### src/rtl/bb_pkg.sv
`default_nettype none
// ============================================================================
// Module      : bb_pkg
// Description : Shared constants, header field positions, command and state
//               encodings for the baseband RAM bank loader.
//               Optional build macro BB_LOADER_TIMEOUT_EN adds the PAD state.
// Revision    : 1.0 - initial release
// ============================================================================
package bb_pkg;

  localparam logic [7:0] SYNC_BYTE = 8'hA5;
  localparam int         CA_WORDS  = 32;
  localparam int         MSG_WORDS = 47;
  localparam int         DELAY_W   = 10;

  // Word counter must hold the largest burst index.
  localparam int             CNT_W    = 6;
  localparam logic [CNT_W-1:0] CA_LAST  = CNT_W'(CA_WORDS - 1);
  localparam logic [CNT_W-1:0] MSG_LAST = CNT_W'(MSG_WORDS - 1);

  // Header field bit positions.
  localparam int SYNC_MSB = 31;
  localparam int SYNC_LSB = 24;
  localparam int CMD_MSB  = 21;
  localparam int CMD_LSB  = 20;
  localparam int CH_MSB   = 18;
  localparam int CH_LSB   = 16;
  localparam int DLY_MSB  = 9;
  localparam int DLY_LSB  = 0;

  typedef enum logic [1:0] {
    CMD_CA  = 2'd0,
    CMD_MSG = 2'd1,
    CMD_DLY = 2'd2,
    CMD_RSV = 2'd3
  } cmd_e;

`ifdef BB_LOADER_TIMEOUT_EN
  typedef enum logic [1:0] {
    ST_IDLE = 2'd0,
    ST_LOAD = 2'd1,
    ST_PAD  = 2'd2
  } state_e;
`else
  typedef enum logic [1:0] {
    ST_IDLE = 2'd0,
    ST_LOAD = 2'd1
  } state_e;
`endif

  // One-hot write enable for a 4-bit RAM index (CA 0-7, MSG 8-15).
  function automatic logic [15:0] onehot16(input logic [3:0] idx);
    return 16'(1) << idx;
  endfunction

endpackage
`default_nettype wire

### src/rtl/bb_hdr_decode.sv
`default_nettype none
// ============================================================================
// Module      : bb_hdr_decode
// Description : Combinational header field extraction and validity check
//               (sync byte match, command not reserved).
// Revision    : 1.0 - initial release
// ============================================================================
module bb_hdr_decode
  import bb_pkg::*;
(
  input  logic [31:0]        hdr,
  output logic               hdr_ok,
  output cmd_e               cmd,
  output logic [2:0]         ch,
  output logic [DELAY_W-1:0] dly
);

  logic sync_ok;
  logic unused_bits;

  assign sync_ok = (hdr[SYNC_MSB:SYNC_LSB] == SYNC_BYTE);
  assign cmd     = cmd_e'(hdr[CMD_MSB:CMD_LSB]);
  assign ch      = hdr[CH_MSB:CH_LSB];
  assign dly     = hdr[DLY_MSB:DLY_LSB];
  assign hdr_ok  = sync_ok && (cmd != CMD_RSV);

  // Reserved header bits carry no meaning and are ignored.
  assign unused_bits = ^{hdr[SYNC_LSB-1:CMD_MSB+1],
                         hdr[CMD_LSB-1:CH_MSB+1],
                         hdr[CH_LSB-1:DLY_MSB+1]};

endmodule
`default_nettype wire

### src/rtl/bb_loader.sv
`default_nettype none
// ============================================================================
// Module      : bb_loader
// Description : Parses the 32-bit USB3 word stream into command headers,
//               routes payload bursts to one of 16 baseband RAMs through a
//               registered data bus and one-hot write enable, and holds the
//               eight per-channel code delay registers.
//               Build macro BB_LOADER_TIMEOUT_EN: stalled bursts time out and
//               are padded with zero words so the bank address stays aligned.
// Revision    : 1.0 - initial release
// ============================================================================
module bb_loader
  import bb_pkg::*;
(
  input  logic                   clk,
  input  logic                   rst,
  input  logic [31:0]            s_data,
  input  logic                   s_valid,
  output logic                   s_ready,
  output logic [31:0]            data,
  output logic [15:0]            wren,
  output logic [8*DELAY_W-1:0]   delay_ca,
  output logic                   busy,
  output logic                   err
);

  state_e               state, state_n;
  logic [CNT_W-1:0]     cnt, cnt_n;
  logic [CNT_W-1:0]     last, last_n;
  logic [3:0]           target, target_n;
  logic [31:0]          data_n;
  logic [15:0]          wren_n;
  logic [8*DELAY_W-1:0] delay_n;
  logic                 busy_n;
  logic                 err_n;
  logic                 accept;

  logic                 hdr_ok;
  cmd_e                 cmd;
  logic [2:0]           ch;
  logic [DELAY_W-1:0]   dly;

`ifdef BB_LOADER_TIMEOUT_EN
  logic [15:0]          idle_cnt, idle_n;
  assign s_ready = (state != ST_PAD);
`else
  assign s_ready = 1'b1;
`endif

  assign accept = s_valid && s_ready;

  bb_hdr_decode u_hdr_decode (
    .hdr    (s_data),
    .hdr_ok (hdr_ok),
    .cmd    (cmd),
    .ch     (ch),
    .dly    (dly)
  );

  // State register.
  always_ff @(posedge clk or posedge rst) begin
    if (rst) state <= ST_IDLE;
    else     state <= state_n;
  end

  // Next-state and next-output logic; payload words bypass the decoder entirely.
  always_comb begin
    state_n  = state;
    cnt_n    = cnt;
    last_n   = last;
    target_n = target;
    data_n   = data;
    wren_n   = '0;
    delay_n  = delay_ca;
    busy_n   = busy;
    err_n    = 1'b0;
`ifdef BB_LOADER_TIMEOUT_EN
    idle_n   = idle_cnt;
`endif
    case (state)
      ST_IDLE: begin
        if (accept) begin
          if (!hdr_ok) begin
            err_n = 1'b1;
          end else if (cmd == CMD_DLY) begin
            delay_n[int'(ch)*DELAY_W +: DELAY_W] = dly;
          end else begin
            target_n = {cmd == CMD_MSG, ch};
            last_n   = (cmd == CMD_MSG) ? MSG_LAST : CA_LAST;
            cnt_n    = '0;
            busy_n   = 1'b1;
            state_n  = ST_LOAD;
`ifdef BB_LOADER_TIMEOUT_EN
            idle_n   = '0;
`endif
          end
        end
      end
      ST_LOAD: begin
        if (accept) begin
          data_n = s_data;
          wren_n = onehot16(target);
          cnt_n  = cnt + 1'b1;
`ifdef BB_LOADER_TIMEOUT_EN
          idle_n = '0;
`endif
          if (cnt == last) begin
            state_n = ST_IDLE;
            busy_n  = 1'b0;
          end
        end
`ifdef BB_LOADER_TIMEOUT_EN
        else if (idle_cnt == 16'hFFFF) begin
          err_n   = 1'b1;
          state_n = ST_PAD;
        end else begin
          idle_n = idle_cnt + 16'd1;
        end
`endif
      end
`ifdef BB_LOADER_TIMEOUT_EN
      // Fill the rest of the burst with zeros to keep the bank address aligned.
      ST_PAD: begin
        data_n = '0;
        wren_n = onehot16(target);
        cnt_n  = cnt + 1'b1;
        if (cnt == last) begin
          state_n = ST_IDLE;
          busy_n  = 1'b0;
        end
      end
`endif
      default: state_n = ST_IDLE;
    endcase
  end

  // Datapath, counters and output registers.
  always_ff @(posedge clk or posedge rst) begin
    if (rst) begin
      cnt      <= '0;
      last     <= '0;
      target   <= '0;
      data     <= '0;
      wren     <= '0;
      delay_ca <= '0;
      busy     <= 1'b0;
      err      <= 1'b0;
`ifdef BB_LOADER_TIMEOUT_EN
      idle_cnt <= '0;
`endif
    end else begin
      cnt      <= cnt_n;
      last     <= last_n;
      target   <= target_n;
      data     <= data_n;
      wren     <= wren_n;
      delay_ca <= delay_n;
      busy     <= busy_n;
      err      <= err_n;
`ifdef BB_LOADER_TIMEOUT_EN
      idle_cnt <= idle_n;
`endif
    end
  end

endmodule
`default_nettype wire

### config.mk
export PLATFORM = sky130hd
export DESIGN_NAME = bb_loader
export DESIGN_NICKNAME = d
export VERILOG_FILES = /design/src/rtl/bb_pkg.sv /design/src/rtl/bb_hdr_decode.sv /design/src/rtl/bb_loader.sv
export SDC_FILE = /design/constraint.sdc
export NUM_CORES = 1
export LEC_CHECK = 0
export ABC_AREA = 1
export ABC_CLOCK_PERIOD_IN_PS = 11300
export BUFFER_PORTS_ARGS = -buffer_cell sky130_fd_sc_hd__buf_4
export CORE_ASPECT_RATIO = 1.25
export CORE_MARGIN = 4
export CORE_UTILIZATION = 35
export CTS_CLUSTER_DIAMETER = 60
export DETAILED_ROUTE_END_ITERATION = 6
export PLACE_DENSITY = 0.61
export SETUP_SLACK_MARGIN = 0.1
export SYNTH_ARGS = -nofsm -noshare
export SYNTH_HDL_FRONTEND = slang
export SYNTH_SLANG_ARGS = --single-unit
### constraint.sdc
create_clock -name clk -period 11.3 [get_ports clk]
set_input_delay 1.13 -clock clk [delete_from_list [all_inputs] [get_ports clk]]
set_output_delay 1.13 -clock clk [all_outputs]
set_load 0.05 [all_outputs]
==> metrics.md, run 1 <==
| Metric | Value |
|---|---|
| Top post-synthesis cells by area | `dfrtp_1 46%, nand2_1 18%, nand3_1 6.1%, nor2_1 5.5%, inv_1 4.3%` |
| Die H | `173.3 um` |
| Switching part of the total | `35.59%` |
| Diode count | `0` |
| F_max | `0.2683 GHz` |
| Drt wl/cell | `16.02 um` |
| Largest net degree at the start of global routing | `84` |
| Logic pwr share | `25.8%` |
| Lkg Pwr | `5.160 nW` |
| R2R Path End | `delay_ca[36]$_DFFE_PP0P_` |
| R2r setup slk | `9.14 ns` |
| Total congestion overflow | `0` |
| Post-route DRC violation count | `0` |
| Gpl congestion | `0.9054` |
| Status | `finished clean` |
| CP required | `11.62 ns` |
| Cell Area, Placed | `9076 um^2` |
| CTS resizes | `0` |
| Worst Setup Path Type | `input pin to register` |
| Die area | `24310 um^2` |
| Post-CTS Setup Bufs | `0` |
| Max Cap Viol | `0` |
| Post-route setup TNS | `0 ns` |
| Post-synthesis cell area | `7654 um^2` |
| Syn Nets | `1093` |
| Psw | `0.5282 mW` |
| Initial DRC count | `476` |
| Crit path capture | `delay_ca[5]$_DFFE_PP0P_` |
| Hpwl dp | `17810 um` |
| RSZ-0062 raised after global routing | `false` |
| Initial cell density of the core | `35.52%` |
| Layout cell share with drive strength beyond 1 | `20.88%` |
| Area grow syn2layout | `25.72%` |
| Core area | `21550 um^2` |
| Leading area contributor after synthesis | `dfrtp_1` |
| Multi-input gate area | `3507 um^2` |
| Longest Clk Path Bufs | `2` |
| Worst-Skew Late Latency | `0.43 ns` |
| Number of clock sinks | `142` |
| All-Layer GR Usage | `19.27%` |
| Critical path peak fanout | `42` |
| Initial DRT Pass Iterations | `5` |
| Critical Path Start | `s_data[16]` |
| Clock transition at path regs | `0.06 ns` |
| Vias in the first global route | `7189` |
| # setup viols final | `0` |
| Cells after Synth | `1048` |
| Reg2reg start | `busy$_DFFE_PP0P_` |
| CP arrival | `4.05 ns` |
| Worst hold stages | `2` |
| Final Cycle Share | `32.98%` |
| Final instance area | `9622 um^2` |
| Hold buffers post-CTS | `0` |
| CTS tree | `built` |
| Clock Skew | `0.009625 ns` |
| First-pass GRT wire length | `37780 um` |
| Max H-tree Level | `4` |
| Async set or reset register ratio after synthesis | `100.0%` |
| Die W | `140.3 um` |
| Worst Setup End Kind | `register` |
| Inserted Clock Buffers | `17` |
| Slew @ Worst Pin | `0.7754 ns` |
| Root Buffer Master | `clkbuf_16` |
| Largest vdd supply drop | `0.1004 mV` |
| Nets@finish | `1242` |
| Clock group share of total power | `35.6%` |
| Pint | `0.9561 mW` |
| Final Slew Violations | `0` |
| Initial antenna violation count | `0` |
| PwrDens | `154.3 nW/um^2` |
| WL final | `23810 um` |
| R2R depth | `9` |
| Syn. warnings | `0` |
| Flops & latches, synth | `142` |
| Port Buffers | `164` |
| # IOs | `166` |
| Via count | `7313` |
| Synthesized area per cell | `7.303 um^2` |
| Primary FF master, synth | `dfrtp_1` |
| Vias/cell | `4.921` |
| Critical Path Start Type | `input pin` |
| Post-synth top area share | `46.43%` |
| Slew margin rel. | `47.76%` |
| Yosys cell types | `37` |
| Fillers | `2182` |
| Sequential power share | `38.6%` |
| Final ANT Viol Nets | `0` |
| Final Hold Fails | `0` |
| Tmin final | `3.727 ns` |
| Number of synthesized flops with an enable pin | `0` |
| Sequential fraction of the synthesis area | `46.43%` |
| Worst hold path type | `register to register` |
| Register area | `3553 um^2` |
| Rows | `60` |
metrics by stage:
stage | util, % | instances | power [mW] | setup WS [ns] | hold slack, ns
after floorplan | - | 1048 | 0.8457 | 6.360 | 0.4494
after global placement | 42.13 | 1457 | 0.9616 | 7.222 | 0.4629
after detailed placement | 42.13 | 1457 | 0.9646 | 7.181 | 0.4626
after CTS | 44.66 | 1486 | 1.500 | 7.627 | 0.4777
after global routing | 44.66 | 1486 | 1.557 | 7.393 | 0.4978
final | 44.66 | 1486 | 1.484 | 7.573 | 0.4709
sequential cells by signal (all words and copies together), names as in the netlist:
| signal | count |
|---|---|
| cnt | 6 |
| err | 1 |
| target | 3 |
| wren | 16 |
| data | 32 |
| last | 3 |
| delay_ca | 80 |
| busy | 1 |
how the worst min path moves through the flow:
stage                                   from                       end  slack (ns)
CTS                 delay_ca[58]$_DFFE_PP0P_  delay_ca[58]$_DFFE_PP0P_        0.48
finish              delay_ca[58]$_DFFE_PP0P_  delay_ca[58]$_DFFE_PP0P_        0.47
floorplan                last[3]$_DFFE_PP0P_       last[3]$_DFFE_PP0P_        0.45
global route        delay_ca[58]$_DFFE_PP0P_  delay_ca[58]$_DFFE_PP0P_        0.50
detailed placement  delay_ca[58]$_DFFE_PP0P_  delay_ca[58]$_DFFE_PP0P_        0.46
global placement        data[19]$_DFFE_PP0P_      data[19]$_DFFE_PP0P_        0.46
cell usage in the layout (no fill, tap or decap), drive strengths merged, types with 5 or more instances in the layout:
cell,synthesis,final
nand2,366,366
buf,22,168
dfrtp,142,142
nor2,134,134
inv,105,106
nand3,98,98
o21ai,73,73
a21oi,33,33
nand4,21,21
clkbuf,16,19
ha,10,10
nor3,6,6
o31ai,5,5
clkinv,1,5
power groups by stage:
stage | Combinational, mW | Clock (mW) | Sequential (mW)
global placement | 0.381 | 0 | 0.580
global route | 0.413 | 0.566 | 0.578
finish | 0.384 | 0.528 | 0.572
CTS | 0.384 | 0.543 | 0.573
detailed placement | 0.384 | 0 | 0.581
floorplan | 0.148 | 0 | 0.698
critical path, cell delays in order:
cell and delay [ns]:
buf_4 0.18, ha_1 0.22, ha_1 0.33, nor2_4 0.19
nand3_1 0.12, nand2_2 0.60, inv_2 0.45, nand3_1 0.26
nor2_1 0.08, nand2_1 0.11, nand2_1 0.07, or2_1 0.20
nand2_1 0.06, inv_1 0.03
per-layer routing:
metal	up-vias	track usage [%]	routed length, um
met3	32	3.560	1201
met1	3417	25.00	10340
met4	0	5.614	455
met5	-	0	0
li1	3624	-	-
met2	240	32.73	11810
synth_stat cells (4+ instances only):
| library cell | count |
|---|---|
| nor2_2 | 15 |
| inv_2 | 17 |
| clkbuf_1 | 16 |
| buf_4 | 4 |
| o21ai_1 | 22 |
| nand4_1 | 20 |
| a21oi_1 | 31 |
| dfrtp_1 | 142 |
| nand2_1 | 359 |
| nor2_1 | 113 |
| o31ai_1 | 5 |
| inv_1 | 87 |
| buf_2 | 10 |
| ha_1 | 10 |
| o21ai_0 | 50 |
| nor3_1 | 6 |
| o22ai_1 | 4 |
| nand3_1 | 94 |
| buf_1 | 5 |
| nand2_2 | 4 |
| nor2_4 | 6 |
logic make-up after synthesis:
family	after synthesis	synth area share [%]
compound gates	120	8.387
xor+xnor	2	0.2289
fa+ha+maj	10	1.635
buf+inv	144	7.749
flops	142	46.43
other cells	1	0.04900
simple gates	629	35.52
area by class of cell:
cell class	count	area share, %
Clock buffer	19	4.707
Clock inverter	10	0.9623
Tap cell	279	3.628
Multi-Input combinational cell	762	36.45
Sequential cell	142	36.93
Timing Repair Buffer	168	13.11
Inverter	106	4.213
Power figures use the tool's default switching activity.
==> inputs of run 2 (changes only) <==
- ABC_CLOCK_PERIOD_IN_PS: 11300 -> 3470
- clock period: 11.3 -> 3.47 ns (I/O delays scaled with it)
==> run 2 against run 1 <==
Compared with the run above:
- cell area up 1.2%
- setup slack worse by 6.8 ns
- sequential power grew to 3.3 times the previous value
- first-iteration DRC count is 18% higher
- die area is the same
- via count increased by 0.68%
- critical endpoint is now delay_ca[27]$_DFFE_PP0P_
- largest cell class unchanged
- largest power group unchanged
- highest routed layer unchanged
==> metrics.md, run 2 (synthesis gave the netlist of run 1 again) <==
| Metric | Value |
|---|---|
| Hold_sp | `s_data[14] (was delay_ca[58]$_DFFE_PP0P_)` |
| Critical Path Start | `s_data[16] (unchanged)` |
| Max Cap Viol | `0 (unchanged)` |
| Hpwl dp | `18200 um (was 17810 um)` |
| Crit-path slowest cell | `ha_1 (was nand2_2)` |
| Area grow syn2layout | `27.17% (was 25.72%)` |
| Worst hold path type | `input pin to register (was register to register)` |
| Total congestion overflow | `0 (unchanged)` |
| Commonest non-fill, non-tap cells in the layout | `359 x nand2_1, 179 x buf_4, 142 x dfrtp_1 (was 359 x nand2_1, 168 x buf_4, 142 x dfrtp_1)` |
| Post-route DRC violation count | `0 (unchanged)` |
| Number of clock sinks | `142 (unchanged)` |
| Max H-tree Level | `4 (unchanged)` |
| Die area | `24310 um^2 (unchanged)` |
| Largest net degree at the start of global routing | `79 (was 84)` |
| Post-Route Utilization | `45.17% (was 44.66%)` |
| Worst Setup End Kind | `register (unchanged)` |
| Lkg Pwr | `5.235 nW (was 5.160 nW)` |
| Nets@finish | `1255 (was 1242)` |
| All-Layer GR Usage | `19.27% (about the same)` |
| # setup viols final | `0 (unchanged)` |
| F_max | `0.3669 GHz` |
| Buf/Inv on CP | `3 (unchanged)` |
| Slew margin rel. | `52.88% (was 47.76%)` |
| Top reg by flops | `delay_ca (unchanged)` |
| Clock transition at path regs | `0.06 ns (about the same)` |
| Reg2reg start | `busy$_DFFE_PP0P_ (unchanged)` |
| Rows | `60 (unchanged)` |
| Die H | `173.3 um (unchanged)` |
| Vias in the first global route | `7179 (was 7189)` |
| Inserted Clock Buffers | `17 (unchanged)` |
| Final Slew Violations | `0 (unchanged)` |
| Port Buffers | `164 (unchanged)` |
| Longest Clk Path Bufs | `2 (unchanged)` |
| Clock Skew | `0.007233 ns (was 0.009625 ns)` |
| Drt wl/cell | `15.81 um (was 16.02 um)` |
| Slew @ Worst Pin | `0.7060 ns (was 0.7754 ns)` |
| Via count | `7363 (was 7313)` |
| Core area | `21550 um^2 (unchanged)` |
| Vias/cell | `4.902 (was 4.921)` |
| Diode count | `0 (unchanged)` |
| WL final | `23750 um (was 23810 um)` |
| CP arrival | `3.04 ns (was 4.05 ns)` |
| Biggest regs | `delay_ca x80, data x32, wren x16 (unchanged)` |
| PwrDens | `495.5 nW/um^2 (was 154.3 nW/um^2)` |
| Initial DRC count | `562 (was 476)` |
| Crit-path max cell delay | `0.41 ns (was 0.60 ns)` |
| Die W | `140.3 um (unchanged)` |
| Initial cell density of the core | `35.52% (unchanged)` |
| Final Hold Fails | `0 (unchanged)` |
| Commonest non-fill, non-tap cell in the layout | `nand2_1 (unchanged)` |
| Final ANT Viol Nets | `0 (unchanged)` |
| Root Buffer Master | `clkbuf_16 (unchanged)` |
| Post-route setup TNS | `0 ns (unchanged)` |
| Status | `finished clean (unchanged)` |
| Tmin final | `2.726 ns` |
| Largest vdd supply drop | `0.3389 mV (was 0.1004 mV)` |
| Initial antenna violation count | `0 (unchanged)` |
| Final Cycle Share | `78.55%` |
| CP required | `3.78 ns (was 11.62 ns)` |
| Max reg flops | `80 (unchanged)` |
| CTS tree | `built (unchanged)` |
| Hold Slack | `0.1178 ns (was 0.4709 ns)` |
| Crit-path cells | `buf_4 > ha_1 > ha_1 > nor2_4 > nand3_1 > nor2_1 > ha_1 > nand2_2 > nor2_4 > inv_2 > nor2_1 > inv_1 > nand2_1 > nand2_1 (was buf_4 > ha_1 > ha_1 > nor2_4 > nand3_1 > nand2_2 > inv_2 > nand3_1 > nor2_1 > nand2_1 > nand2_1 > or2_1 > nand2_1 > inv_1)` |
| Worst Setup Path Type | `input pin to register (unchanged)` |
| Gpl congestion | `0.9748 (was 0.9054)` |
| RSZ-0062 raised after global routing | `false (unchanged)` |
| Delay-heaviest family, CP | `simple AND/OR/NAND/NOR gates (unchanged)` |
| Cell repeated most along the worst path | `ha_1 (was nand2_1)` |
| Worst-Skew Late Latency | `0.42 ns (was 0.43 ns)` |
| # IOs | `166 (unchanged)` |
| First-pass GRT wire length | `37840 um (was 37780 um)` |
| CTS resizes | `0 (unchanged)` |
| Critical path peak fanout | `16 (was 42)` |
| Layout cell share with drive strength beyond 1 | `21.83% (was 20.88%)` |
| Initial DRT Pass Iterations | `7 (was 5)` |
| Critical Path Start Type | `input pin (unchanged)` |
run 2: cell count changes in the layout (fill, tap and decap cells not counted), moves of 2 or more:
cell and change:
buf_4 +11, clkinv_4 +2, clkinvlp_4 -2, inv_6 +4
run 2: worst paths after layout:
| check | end | slack [ns] | cells past startpoint |
|---|---|---|---|
| setup / recovery | delay_ca[27]$_DFFE_PP0P_ | 0.74 | 14 |
| hold / removal | data[14]$_DFFE_PP0P_ | 0.12 | 3 |
| setup reg to reg | delay_ca[37]$_DFFE_PP0P_ | 1.36 | 9 |
| hold reg to reg | data[0]$_DFFE_PP0P_ | 0.48 | 2 |
| max in group asynchronous | delay_ca[72]$_DFFE_PP0P_ | 2.09 | 4 |
| min in group asynchronous | delay_ca[74]$_DFFE_PP0P_ | 0.45 | 3 |
run 2: tightest hold or removal path, cell delays in order:
cell and delay, ns:
buf_4 0.08, nand2_1 0.04, nand2_1 0.04
run 2: stage by stage:
| step | cells | setup slack (ns) | power, mW | instance area, um^2 |
|---|---|---|---|---|
| after floorplan | 1048 | 0.9915 | 2.755 | 7657 |
| after global placement | 1469 | 0.4062 | 3.159 | 9178 |
| after detailed placement | 1469 | 0.3144 | 3.165 | 9178 |
| after CTS | 1502 | 0.7433 | 4.869 | 9733 |
| after global routing | 1502 | 0.5200 | 5.059 | 9733 |
| final | 1502 | 0.7441 | 4.823 | 9733 |
run 2: what timing repair did:
item                                   in CTS  in global routing
buffers inserted                            0                  0
hold buffers                                1                  0
endpoints found under the hold margin      10                  0
run 2: layer usage:
layer / share of wire, % / up-vias / GRT usage (%)
li1: - / 3674 / -
met1: 42 / 3376 / 24.93
met2: 49 / 269 / 32.39
met3: 6.7 / 44 / 3.532
met4: 2.8 / 0 / 6.543
met5: 0 / - / 0
run 2: where the power goes:
part | internal [mW] | switching [mW] | total (mW)
clock | 0.943 | 0.744 | 1.69
combinational | 0.339 | 0.933 | 1.27
sequential | 1.78 | 0.0808 | 1.86
run 2: cell type report:
class	instances	area [um^2]
flip-flops and latches	142	3553
clock inverters	14	106.4
inverters	106	404.1
repair buffers	181	1374
multi-input cells	762	3507
fillers	2177	11810
well taps	279	349.1
clock buffers	18	439.2
==> inputs of run 3 (changes only) <==
- ABC_CLOCK_PERIOD_IN_PS: 3470 -> 2300
- PLACE_DENSITY: 0.61 -> 0.64
- clock period: 3.47 -> 2.3 ns (I/O delays scaled with it)
==> run 3 against run 2 <==
Compared with the run above:
- first-iteration DRC count is 19% lower
- cell area is 8.9% higher
- clock power is 57% higher
- clock-buffer cell count is 3 higher
- sequential power is 51% higher
- register-to-register slack worse by 1.1 ns
- critical path depth stayed put
- flip-flop and latch count stayed put
- critical path type unchanged
==> metrics.md, run 3 (synthesis gave the netlist of run 1 again) <==
| Metric | Value |
|---|---|
| Initial antenna violation count | `0 (unchanged)` |
| Top reg by flops | `delay_ca (unchanged)` |
| Root Buffer Master | `clkbuf_16 (unchanged)` |
| Initial cell density of the core | `35.52% (unchanged)` |
| PwrDens | `717.3 nW/um^2 (was 495.5 nW/um^2)` |
| Biggest regs | `delay_ca x80, data x32, wren x16 (unchanged)` |
| Final instance area | `10600 um^2 (was 9733 um^2)` |
| Final Hold Fails | `0 (unchanged)` |
| Initial DRC count | `455 (was 562)` |
| WL final | `24400 um (was 23750 um)` |
| Slew @ Worst Pin | `0.6826 ns (was 0.7060 ns)` |
| Largest net degree at the start of global routing | `77 (was 79)` |
| Diode count | `0 (unchanged)` |
| Area grow syn2layout | `38.50% (was 27.17%)` |
| Number of clock sinks | `142 (unchanged)` |
| Longest Clk Path Bufs | `2 (unchanged)` |
| Inserted Clock Buffers | `17 (unchanged)` |
| CP required | `2.61 ns (was 3.78 ns)` |
| Placed Instances | `1550 (was 1469)` |
| Total power | `7.603 mW (was 4.823 mW)` |
| Status | `finished clean (unchanged)` |
| Via count | `7737 (was 7363)` |
| R2r setup slk | `0.31 ns (was 1.36 ns)` |
| Slew margin rel. | `54.44% (was 52.88%)` |
| Final ANT Viol Nets | `0 (unchanged)` |
| Fin cells | `1594 (was 1502)` |
| Gpl congestion | `0.9569 (was 0.9748)` |
| Clock transition at path regs | `0.06 ns (about the same)` |
| Vias in the first global route | `7548 (was 7179)` |
| Max Cap Viol | `0 (unchanged)` |
| Worst-Skew Late Latency | `0.42 ns (about the same)` |
| Drt wl/cell | `15.31 um (was 15.81 um)` |
| Tmin final | `2.072 ns` |
| F_max | `0.4827 GHz` |
| Critical path peak fanout | `6 (was 16)` |
| Rows | `60 (unchanged)` |
| Worst hold path type | `input pin to register (unchanged)` |
| RSZ-0062 raised after global routing | `true (was false)` |
| # setup viols final | `0 (unchanged)` |
| # IOs | `166 (unchanged)` |
| Hpwl dp | `19080 um (was 18200 um)` |
| Initial DRT Pass Iterations | `5 (was 7)` |
| Largest vdd supply drop | `0.5512 mV (was 0.3389 mV)` |
| Final Cycle Share | `90.07%` |
| All-Layer GR Usage | `19.91% (was 19.27%)` |
| Die H | `173.3 um (unchanged)` |
| Cell Area, Placed | `9877 um^2 (was 9178 um^2)` |
| CP arrival | `2.38 ns (was 3.04 ns)` |
| Worst Setup Path Type | `input pin to register (unchanged)` |
| Nets@finish | `1347 (was 1255)` |
| Port Buffers | `164 (unchanged)` |
| Worst Setup End Kind | `register (unchanged)` |
| Die W | `140.3 um (unchanged)` |
| CTS tree | `built (unchanged)` |
| Die area | `24310 um^2 (unchanged)` |
| Post-route DRC violation count | `0 (unchanged)` |
| First-pass GRT wire length | `38840 um (was 37840 um)` |
| Max H-tree Level | `4 (unchanged)` |
| Critical Path Start Type | `input pin (unchanged)` |
| Core area | `21550 um^2 (unchanged)` |
| Clock Skew | `0.006553 ns (was 0.007233 ns)` |
| Vias/cell | `4.854 (was 4.902)` |
| Total congestion overflow | `0 (unchanged)` |
| Max reg flops | `80 (unchanged)` |
| Fillers | `2141 (was 2177)` |
| Commonest non-fill, non-tap cell in the layout | `nand2_1 (unchanged)` |
| Lkg Pwr | `5.707 nW (was 5.235 nW)` |
| Commonest non-fill, non-tap cells in the layout | `359 x nand2_1, 254 x buf_4, 142 x dfrtp_1 (was 359 x nand2_1, 179 x buf_4, 142 x dfrtp_1)` |
| Final Slew Violations | `0 (unchanged)` |
| Layout cell share with drive strength beyond 1 | `27.22% (was 21.83%)` |
[run 3: path summary, 6_finish.rpt]
check | from | endpoint | depth (start not counted)
max in group asynchronous | rst | delay_ca[38]$_DFFE_PP0P_ | 4
max | s_data[16] | delay_ca[37]$_DFFE_PP0P_ | 14
max reg2reg | busy$_DFFE_PP0P_ | delay_ca[51]$_DFFE_PP0P_ | 11
min reg2reg | delay_ca[42]$_DFFE_PP0P_ | delay_ca[42]$_DFFE_PP0P_ | 2
min | s_data[21] | data[21]$_DFFE_PP0P_ | 3
min in group asynchronous | rst | delay_ca[42]$_DFFE_PP0P_ | 4
[run 3: per-layer routing]
layer	part of all wire, %	GRT usage (%)	vias to the layer above
li1	-	-	3850
met5	0	0	-
met2	50	34.54	224
met1	42	24.93	3632
met3	6.1	3.449	31
met4	2.3	6.785	0
[run 3: worst max-delay path: stages]
cell and delay, ns:
buf_4 0.12, ha_1 0.22, ha_4 0.29, nor2_4 0.03, nand3_1 0.09, nor2_1 0.05, ha_2 0.15, inv_1 0.12
nand2_1 0.11, nor2_4 0.22, nand3_2 0.15, o21ai_1 0.19, nand3_1 0.17, o21a_1 0.23
[run 3: area by class of cell]
cell class | count | area, um^2 | share of cell area (%)
Sequential cell | 142 | 3553 | 33.52
Multi-Input combinational cell | 762 | 3557 | 33.56
Inverter | 106 | 404.1 | 3.813
Clock inverter | 11 | 108.9 | 1.027
Tap cell | 279 | 349.1 | 3.293
Timing Repair Buffer | 273 | 2167 | 20.44
Clock buffer | 21 | 460.4 | 4.344
[run 3: power breakdown]
part	internal (mW)	switching (mW)
registers	2.69	0.124
logic	0.671	1.46
clock network	1.56	1.10
total	4.92	2.69
[run 3: timing repair]
item | in CTS | in global routing
resized for setup | 0 | 11
setup endpoints to repair | 0 | 17
hold buffers | 12 | 0
buffers inserted | 0 | 0
endpoints found under the hold margin | 153 | 0
[run 3: metrics by stage]
stage	utilization (%)	hold slack, ns	setup WS [ns]	TNS [ns]
finish	49.20	0.03136	0.2284	0
floorplan	-	0.3396	0.1016	0
global route	49.20	0.03987	0.05998	0
global placement	45.84	0.3961	-0.2848	-11.26
detailed placement	45.84	0.3946	-0.2805	-12.04
CTS	49.04	0.01523	0.1641	0
